===== config.mk =====
export PLATFORM = sky130hd
export DESIGN_NAME = astropix_layers_frame_arbiter_flat
export DESIGN_NICKNAME = d
export VERILOG_FILES = /design/src/rtl/astropix_layers_frame_arbiter_if.sv /design/src/rtl/astropix_layers_frame_arbiter.sv /design/src/flat_wrapper.sv
export SDC_FILE = /design/constraint.sdc
export NUM_CORES = 1
export LEC_CHECK = 0
export CORE_UTILIZATION = 40
export CTS_CLUSTER_DIAMETER = 50
export DETAILED_ROUTE_END_ITERATION = 6
export GPL_TIMING_DRIVEN = 0
export PLACE_DENSITY = 0.88
export SLEW_MARGIN = 15
export SYNTH_ARGS = -nofsm -noshare
export SYNTH_HDL_FRONTEND = slang
export SYNTH_SLANG_ARGS = --single-unit

===== constraint.sdc =====
create_clock -name clk -period 4.6 [get_ports clk]
set_input_delay 0.92 -clock clk [delete_from_list [all_inputs] [get_ports clk]]
set_output_delay 0.92 -clock clk [all_outputs]
set_load 0.03 [all_outputs]

===== src/rtl/astropix_layers_frame_arbiter_if.sv =====
// Bus bundle for astropix_layers_frame_arbiter: NUM_LAYERS framed AXIS inputs and one merged
// AXIS output toward the readout FIFO.
// master: the arbiter's view (consumes layer streams, drives the merged stream).
// slave:  the environment's view (layer engines and readout FIFO).
interface astropix_layers_frame_arbiter_if #(
    parameter int unsigned NUM_LAYERS = 3,
    parameter int unsigned DATA_WIDTH = 8,
    parameter int unsigned DEST_WIDTH = 8
);
    logic [NUM_LAYERS*DATA_WIDTH-1:0] s_axis_tdata;
    logic [NUM_LAYERS-1:0]            s_axis_tvalid;
    logic [NUM_LAYERS-1:0]            s_axis_tlast;
    logic [NUM_LAYERS-1:0]            s_axis_tready;
    logic [DATA_WIDTH-1:0]            m_axis_tdata;
    logic                             m_axis_tvalid;
    logic                             m_axis_tlast;
    logic [DEST_WIDTH-1:0]            m_axis_tdest;
    logic                             m_axis_tready;

    modport master (
        input  s_axis_tdata, s_axis_tvalid, s_axis_tlast, m_axis_tready,
        output s_axis_tready, m_axis_tdata, m_axis_tvalid, m_axis_tlast, m_axis_tdest
    );

    modport slave (
        output s_axis_tdata, s_axis_tvalid, s_axis_tlast, m_axis_tready,
        input  s_axis_tready, m_axis_tdata, m_axis_tvalid, m_axis_tlast, m_axis_tdest
    );
endinterface


===== src/rtl/astropix_layers_frame_arbiter.sv =====
// Frame-atomic arbiter merging NUM_LAYERS layer byte streams into one readout stream.
// Round-robin or fixed priority with a per-layer enable mask; one output register stage.
// Optional feature: define FRAME_TIMEOUT_EN to abort frames whose source stalls for
// cfg_frame_timeout cycles (a TIMEOUT_BYTE with tlast closes the frame).
module astropix_layers_frame_arbiter #(
    parameter int unsigned           NUM_LAYERS   = 3,
    parameter int unsigned           DATA_WIDTH   = 8,
    parameter int unsigned           DEST_WIDTH   = 8,
    parameter logic [DATA_WIDTH-1:0] TIMEOUT_BYTE = 8'hFF
) (
    input  logic                                   clk,
    input  logic                                   rst,
    astropix_layers_frame_arbiter_if.master        bus,
    input  logic [NUM_LAYERS-1:0]                  cfg_layer_mask,
    input  logic                                   cfg_priority_fixed,
    input  logic [15:0]                            cfg_frame_timeout,
    input  logic                                   cfg_flush,
    output logic                                   status_busy,
    output logic                                   stat_frame_forwarded,
    output logic                                   stat_timeout
);
    localparam int unsigned GW = (NUM_LAYERS > 1) ? $clog2(NUM_LAYERS) : 1;

    typedef enum logic [0:0] {StIdle, StForward} state_e;

    state_e                state;
    logic [GW-1:0]         grant;
    logic [GW-1:0]         last_grant;
    logic [GW-1:0]         arb_pick;
    logic [NUM_LAYERS-1:0] req;
    logic [NUM_LAYERS-1:0] s_ready;
    logic                  s_valid_g;
    logic                  s_last_g;
    logic [DATA_WIDTH-1:0] s_data_g;
    logic                  m_free;
    logic                  s_accept;
    logic [DATA_WIDTH-1:0] m_data;
    logic                  m_valid;
    logic                  m_last;
    logic [DEST_WIDTH-1:0] m_dest;
    logic                  stat_fwd;

    assign req      = bus.s_axis_tvalid & cfg_layer_mask;
    assign m_free   = !m_valid || bus.m_axis_tready;
    assign s_accept = (state == StForward) && s_valid_g && m_free;

    // Pick the next layer: lowest index in fixed mode, else first requester after last_grant.
    always_comb begin
        int unsigned idx;
        logic        found;
        idx      = 0;
        found    = 1'b0;
        arb_pick = '0;
        for (int unsigned k = 0; k < NUM_LAYERS; k++) begin
            if (cfg_priority_fixed) begin
                idx = k;
            end else begin
                idx = 32'(last_grant) + 1 + k;
                if (idx >= NUM_LAYERS) idx = idx - NUM_LAYERS;
            end
            if (!found && req[idx]) begin
                found    = 1'b1;
                arb_pick = GW'(idx);
            end
        end
    end

    // Select the granted layer's lane and open only its ready while forwarding.
    always_comb begin
        s_valid_g = 1'b0;
        s_last_g  = 1'b0;
        s_data_g  = '0;
        s_ready   = '0;
        for (int unsigned i = 0; i < NUM_LAYERS; i++) begin
            if (grant == GW'(i)) begin
                s_valid_g  = bus.s_axis_tvalid[i];
                s_last_g   = bus.s_axis_tlast[i];
                s_data_g   = bus.s_axis_tdata[i*DATA_WIDTH +: DATA_WIDTH];
                s_ready[i] = (state == StForward) && m_free;
            end
        end
    end

`ifdef FRAME_TIMEOUT_EN
    logic [15:0] to_cnt;
    logic        stat_to;
    logic        timeout_hit;

    // The source has been idle long enough; the grant is reclaimed.
    assign timeout_hit = (cfg_frame_timeout != 16'd0) && (to_cnt == cfg_frame_timeout) &&
                         !s_valid_g;
    assign stat_timeout = stat_to;
`else
    logic unused_timeout;

    assign unused_timeout = ^cfg_frame_timeout;
    assign stat_timeout   = 1'b0;
`endif

    // Arbitration FSM with the registered output stage and status pulses.
    always_ff @(posedge clk or posedge rst) begin
        if (rst) begin
            state      <= StIdle;
            grant      <= '0;
            last_grant <= GW'(NUM_LAYERS - 1);
            m_data     <= '0;
            m_valid    <= 1'b0;
            m_last     <= 1'b0;
            m_dest     <= '0;
            stat_fwd   <= 1'b0;
`ifdef FRAME_TIMEOUT_EN
            to_cnt     <= '0;
            stat_to    <= 1'b0;
`endif
        end else begin
            stat_fwd <= m_valid && bus.m_axis_tready && m_last;
`ifdef FRAME_TIMEOUT_EN
            stat_to  <= 1'b0;
`endif
            if (cfg_flush) begin
                state   <= StIdle;
                m_valid <= 1'b0;
                m_last  <= 1'b0;
`ifdef FRAME_TIMEOUT_EN
                to_cnt  <= '0;
`endif
            end else begin
                // Output drains unless a new beat overwrites it below.
                if (m_valid && bus.m_axis_tready) m_valid <= 1'b0;
                case (state)
                    StIdle: begin
                        if (|req) begin
                            grant      <= arb_pick;
                            last_grant <= arb_pick;
                            state      <= StForward;
`ifdef FRAME_TIMEOUT_EN
                            to_cnt     <= '0;
`endif
                        end
                    end
                    StForward: begin
                        if (s_accept) begin
                            m_data  <= s_data_g;
                            m_last  <= s_last_g;
                            m_dest  <= DEST_WIDTH'(grant);
                            m_valid <= 1'b1;
`ifdef FRAME_TIMEOUT_EN
                            to_cnt  <= '0;
`endif
                            if (s_last_g) state <= StIdle;
                        end
`ifdef FRAME_TIMEOUT_EN
                        else if (timeout_hit) begin
                            // Wait for a free output slot, then close the frame with filler.
                            if (m_free) begin
                                m_data  <= TIMEOUT_BYTE;
                                m_last  <= 1'b1;
                                m_dest  <= DEST_WIDTH'(grant);
                                m_valid <= 1'b1;
                                stat_to <= 1'b1;
                                to_cnt  <= '0;
                                state   <= StIdle;
                            end
                        end else if (!s_valid_g && (cfg_frame_timeout != 16'd0)) begin
                            to_cnt <= to_cnt + 16'd1;
                        end
`endif
                    end
                    default: state <= StIdle;
                endcase
            end
        end
    end

    assign bus.s_axis_tready    = s_ready;
    assign bus.m_axis_tdata     = m_data;
    assign bus.m_axis_tvalid    = m_valid;
    assign bus.m_axis_tlast     = m_last;
    assign bus.m_axis_tdest     = m_dest;
    assign status_busy          = (state == StForward);
    assign stat_frame_forwarded = stat_fwd;
endmodule


===== src/flat_wrapper.sv =====
// flat-port wrapper written by rule: the top's interface ports become plain ports
module astropix_layers_frame_arbiter_flat 
#(
    parameter int unsigned           NUM_LAYERS   = 3,
    parameter int unsigned           DATA_WIDTH   = 8,
    parameter int unsigned           DEST_WIDTH   = 8,
    parameter logic [DATA_WIDTH-1:0] TIMEOUT_BYTE = 8'hFF
)
  (clk, rst, cfg_layer_mask, cfg_priority_fixed, cfg_frame_timeout, cfg_flush, status_busy, stat_frame_forwarded, stat_timeout, bus_s_axis_tdata, bus_s_axis_tvalid, bus_s_axis_tlast, bus_m_axis_tready, bus_s_axis_tready, bus_m_axis_tdata, bus_m_axis_tvalid, bus_m_axis_tlast, bus_m_axis_tdest);
  astropix_layers_frame_arbiter_if #(.NUM_LAYERS(NUM_LAYERS), .DATA_WIDTH(DATA_WIDTH), .DEST_WIDTH(DEST_WIDTH)) bus_i ();
  input  logic clk;
  input  logic rst;
  input  logic [NUM_LAYERS-1:0] cfg_layer_mask;
  input  logic cfg_priority_fixed;
  input  logic [15:0] cfg_frame_timeout;
  input  logic cfg_flush;
  output logic status_busy;
  output logic stat_frame_forwarded;
  output logic stat_timeout;
  input wire logic [$bits(bus_i.s_axis_tdata)-1:0] bus_s_axis_tdata;
  input wire logic [$bits(bus_i.s_axis_tvalid)-1:0] bus_s_axis_tvalid;
  input wire logic [$bits(bus_i.s_axis_tlast)-1:0] bus_s_axis_tlast;
  input wire logic [$bits(bus_i.m_axis_tready)-1:0] bus_m_axis_tready;
  output wire logic [$bits(bus_i.s_axis_tready)-1:0] bus_s_axis_tready;
  output wire logic [$bits(bus_i.m_axis_tdata)-1:0] bus_m_axis_tdata;
  output wire logic [$bits(bus_i.m_axis_tvalid)-1:0] bus_m_axis_tvalid;
  output wire logic [$bits(bus_i.m_axis_tlast)-1:0] bus_m_axis_tlast;
  output wire logic [$bits(bus_i.m_axis_tdest)-1:0] bus_m_axis_tdest;
  assign bus_i.s_axis_tdata = bus_s_axis_tdata;
  assign bus_i.s_axis_tvalid = bus_s_axis_tvalid;
  assign bus_i.s_axis_tlast = bus_s_axis_tlast;
  assign bus_i.m_axis_tready = bus_m_axis_tready;
  assign bus_s_axis_tready = bus_i.s_axis_tready;
  assign bus_m_axis_tdata = bus_i.m_axis_tdata;
  assign bus_m_axis_tvalid = bus_i.m_axis_tvalid;
  assign bus_m_axis_tlast = bus_i.m_axis_tlast;
  assign bus_m_axis_tdest = bus_i.m_axis_tdest;
  astropix_layers_frame_arbiter #(.NUM_LAYERS(NUM_LAYERS), .DATA_WIDTH(DATA_WIDTH), .DEST_WIDTH(DEST_WIDTH), .TIMEOUT_BYTE(TIMEOUT_BYTE)) u_core (.clk(clk), .rst(rst), .bus(bus_i), .cfg_layer_mask(cfg_layer_mask), .cfg_priority_fixed(cfg_priority_fixed), .cfg_frame_timeout(cfg_frame_timeout), .cfg_flush(cfg_flush), .status_busy(status_busy), .stat_frame_forwarded(stat_frame_forwarded), .stat_timeout(stat_timeout));
endmodule

== After elaboration in Yosys (flattened, before gate mapping) ==
Cells that the tools add are included.

* Add/subtract/negate cells: 6
* Magnitude comparators: 6
* Eq/ne operators: 2
* Muxes and demuxes: 41
* Bitwise operators: 3
* Reductions and logical operators: 18

{| class="wikitable"
|+ Operators by type and width
! cell !! number
|-
| $mux 32 || 6
|-
| $ge 32x2->1 const B || 3
|-
| $lt 32x3->1 const B || 3
|-
| $sub 32x2->32 const B || 3
|-
| $add 32x1->32 const B || 1
|-
| $add 32x2->32 const B || 1
|-
| $mux 1 || 25
|-
| $mux 8 || 3
|-
| $logic_and 1x1->1 || 7
|-
| $bmux 1 s2 || 3
|-
| $mux 2 || 3
|-
| $reduce_and 3->1 || 2
|-
| $reduce_bool 2->1 || 2
|-
| $add 2x1->3 const B || 1
|-
| $and 3x3->3 || 1
|-
| $logic_not 1->1 || 3
|-
| $reduce_or 3->1 || 1
|-
| $eq 2x1->1 const B || 1
|-
| $eq 2x2->1 const B || 1
|-
| $logic_not 2->1 || 1
|-
| $not 1->1 || 2
|-
| $pmux 1 s2 || 1
|-
| $reduce_and 2->1 || 1
|-
| $logic_or 1x1->1 || 1
|}

* Flip-flop bits (word level): 18
* Output and inout port bits: 24
* Word-level logic and storage cells: 84

== Logic depth before layout (Yosys ltp) ==
* Word-level depth: 13
* Mapped depth: 9
* Depth with buffers taken out: 7

== Worst setup path before layout ==
No wires, ideal clock.

* Path type: input to output
* Start point: input port bus_m_axis_tready
* End point: output port bus_s_axis_tready[2]
* Arrival: 1.902 ns
* Data required time: 3.680 ns
* Setup slack: 1.778 ns
* Stages on the path: 3
* Buffers on the path: 0
* Cell sequence: nand2b_1 nand2_1 nor3b_1

* Word-level cells in the longest chain between the ends: 3

{| class="wikitable"
|+ Ends and longest elaborated chain
! what !! line !! text
|-
| from (decl) || flat_wrapper.sv:23 || <nowiki>input wire logic [$bits(bus_i.m_axis_tready)-1:0] bus_m_axis_tready;</nowiki>
|-
| $logic_or 1x1->1 || astropix_layers_frame_arbiter.sv:44 || <nowiki>assign m_free = !m_valid || bus.m_axis_tready;</nowiki>
|-
| $logic_and 1x1->1 || astropix_layers_frame_arbiter.sv:79 || <nowiki>s_ready[i] = (state == StForward) && m_free;</nowiki>
|-
| $mux 1 || astropix_layers_frame_arbiter.sv:75 || <nowiki>if (grant == GW'(i)) begin</nowiki>
|-
| to (decl) || flat_wrapper.sv:24 || <nowiki>output wire logic [$bits(bus_i.s_axis_tready)-1:0] bus_s_axis_tready;</nowiki>
|}

No other way between the ends.

== Worst setup path in the final report ==
Same ends and word-level chain as after synthesis.

==> results.cfg <==
[place]
place_congestion = 0.8991
hpwl_mm = 2.514
io_buffers = 54
pre_cts_ws_ns = 1.122

[hold_path]
hold_path_end = u_core.bus.m_axis_tdata[3]
whs_path_depth = 1
holdCritPathClass = reg2reg
hold_start = u_core.bus.m_axis_tdata[3]

[final_layout]
syn2layout_area_growth_pct = 50.24
multiInputGateArea_um2 = 763.2
nNetsFinal = 262
drive_gt1_frac = 0.1422
register_area_um2 = 426.7
fillerInstances = 263
final_util = 0.6324
antenna_cells = 0

[routing]
via_per_inst = 5.069
drtPass1Iterations = 4
vias = 1257
wl_mm = 3.163
antenna_left = 0
wl_per_cell_um = 12.75
drt_iter0_markers = 35
remaining_drc_errors = 0

[clocking]
clock-sinks = 17
clk_pin_slew_worst_paths_ns = 0.09
cts_hold_buffers = 0
post_cts_resized = 0
cts_made_buffers = 3
ctsHtreeMaxLevel = 1
post_cts_buffers = 0
cts_root_buf = clkbuf_4
cts_tree = done
cts_buffer_depth = 2
clock_latency_ns = 0.30

[pwr]
p_comb_frac = 0.676
clkPwrFrac = 0.081
switching_share = 0.4422
pwr_density_cell_nw_per_um2 = 525.2
peakVddDrop_uv = 273.7
power.leakage_nw = 0.8642
power_frac_seq = 0.243
internal-power_uw = 565.6
p_sw_uw = 448.4

[setup_path]
crit_type = in2out
worstSetupEndpointType = output pin
path_max_fanout = 3
arrival_ns = 2.58
ff2ff_path_depth = 9
rrSetupSlack_ns = 2.06
r2r_end = u_core.last_grant[1]
worstReg2RegStart = u_core.last_grant[0]
required_ns = 3.68
crit_path_start_kind = input pin

[grt]
grt_overflow = 0
grt_pass1_wl_mm = 5.037
antenna_found_initial = 0
grt_pass1_vias = 1111
grt_max_degree = 18
grt_usage = 0.1929

[die]
initial_utilization = 0.4209
die_y_um = 58.68
coreArea_um2 = 3053
fp.dieW_um = 58.68
rows = 20
pin_count = 78
die-area_um2 = 3443

[synthesis]
yosysTopAreaCell = dfrtp_1
synthSimpleGateAreaFrac = 0.1977
synth_xor_area_frac = 0
synth_flop_cell = dfrtp_1
yosys.area_share.adder = 0.02921
synth_top_area_share = 0.3116
avgSynthCellArea_um2 = 9.178
synthMuxAreaShare = 0.1947
synth-seq-cells = 17
synth_top_family_by_area = simple AND/OR/NAND/NOR gates
yosysUniqueCellTypes = 41
synth_cells = 140
yosysWarnings = 0
ys_seq_area_frac = 0.3320
netlist_area_um2 = 1285
ys_async_sr_fraction = 1.000
yosys-top-cells-area = dfrtp_1 (31%), mux2_4 (12%), mux2i_1 (7.8%)
synth_edf_count = 0
synth_compound_area_frac = 0.1519

[sta]
tns_ns = 0
hold_viol_final = 0
rsz0062_at_grt = false
slew_viol_final = 0
slew_headroom = 0.5603
setup_violations = 0
fin_ws_ns = 1.104
finalCritPeriodShare = 0.7600
fmax_mhz = 286.0
tightest_slew_ns = 0.6589
fin_crit_ns = 3.496
skew_ns = 0.01195

[outcome]
outcome = finished, final reports clean

[run]
drv_cap = 0
==> registers in the layout (all words and copies together), names as in the netlist <==
name,count
u_core.status_busy,1
u_core.last_grant,2
u_core.grant,1
u_core.stat_frame_forwarded,1
u_core.bus.m_axis_tvalid,1
u_core.bus.m_axis_tdata,8
u_core.bus.m_axis_tdest,2
u_core.bus.m_axis_tlast,1
==> Yosys cell counts, drive strengths merged, types with 4 or more instances <==
| cell | n |
|---|---|
| nor2 | 8 |
| mux2i | 10 |
| dfrtp | 16 |
| buf | 11 |
| nor3 | 8 |
| o21ai | 11 |
| nand2 | 15 |
| nand3 | 4 |
| a21oi | 4 |
| inv | 5 |
| mux2 | 10 |
==> critical path, stage by stage <==
cell and delay (ns):
clkdlybuf4s50_1 0.47, nand2b_1 0.15, nand2_1 0.11, nor3b_1 0.22, clkdlybuf4s50_1 0.70
==> final cells by class <==
type	instances	share of cell area
Tap cell	44	0.02852
Inverter	5	0.009721
Buffer	14	0.05120
Clock inverter	1	0.002592
Sequential cell	17	0.2210
Multi-Input combinational cell	110	0.3953
Clock buffer	3	0.01167
Timing Repair Buffer	54	0.2800
==> cells by family (layout without fill, tap and decap cells) <==
| kind of cell | after synthesis | after routing |
|---|---|---|
| AND/OR/NAND/NOR | 51 | 51 |
| AO/OA/AOI/OAI | 29 | 29 |
| multiplexers | 20 | 20 |
| buffers and inverters | 19 | 77 |
| flip-flops | 17 | 17 |
| adder cells (fa/ha/maj) | 3 | 3 |
| other | 1 | 7 |
==> power groups by stage <==
stage / Clock [mW] / Combinational, mW / Sequential, mW
CTS: 0.0837 / 0.690 / 0.246
global placement: 0 / 0.679 / 0.246
global route: 0.0904 / 0.743 / 0.254
finish: 0.0821 / 0.686 / 0.246
detailed placement: 0 / 0.687 / 0.249
floorplan: 0 / 0.384 / 0.335
==> how the worst max path moves through the flow <==
| stage | from | cells after the start | endpoint |
|---|---|---|---|
| after global routing | bus_m_axis_tready | 5 | bus_s_axis_tready[2] |
| after global placement | bus_m_axis_tready | 5 | bus_s_axis_tready[2] |
| after detailed placement | bus_m_axis_tready | 5 | bus_s_axis_tready[2] |
| after floorplan | bus_m_axis_tready | 3 | bus_s_axis_tready[2] |
| after CTS | bus_m_axis_tready | 5 | bus_s_axis_tready[2] |
| final | bus_m_axis_tready | 5 | bus_s_axis_tready[2] |
==> stage by stage <==
step / power [mW] / cell area (µm²) / hold WS (ns) / instances
3_3_place_gp: 0.9252 / 1903 / 0.4895 / 244
3_5_place_dp: 0.9364 / 1903 / 0.4962 / 244
6_report: 1.014 / 1931 / 0.5170 / 248
2_1_floorplan: 0.7195 / 1308 / 0.5010 / 146
4_1_cts: 1.020 / 1931 / 0.5205 / 248
5_1_grt: 1.088 / 1931 / 0.5442 / 248
==> layer usage <==
layer / vias to the layer above / wire, µm / track usage / part of all wire
met2: 51 / 1437 / 0.3136 / 0.45
met5: - / 0 / 0 / 0
li1: 617 / - / - / -
met1: 584 / 1380 / 0.2428 / 0.44
met3: 5 / 298 / 0.05714 / 0.094
met4: 0 / 47 / 0.07143 / 0.015
==> layout by cell type, fill, tap and decap left out, types with 2 or more instances in the layout <==
cell              n
clkdlybuf4s50_1  54
dfrtp_1          16
nand2_1          15
o21ai_0          11
mux2i_1          10
mux2_4           10
nor2_1            8
buf_4             8
nor3_1            8
conb_1            7
inv_1             5
nand3_1           4
a21oi_1           4
and2_1            3
clkbuf_1          3
and3_1            3
ha_1              3
clkbuf_4          3
buf_6             2
nor2b_1           2
a311oi_1          2
No activity file was read; power rests on OpenSTA's default activity.
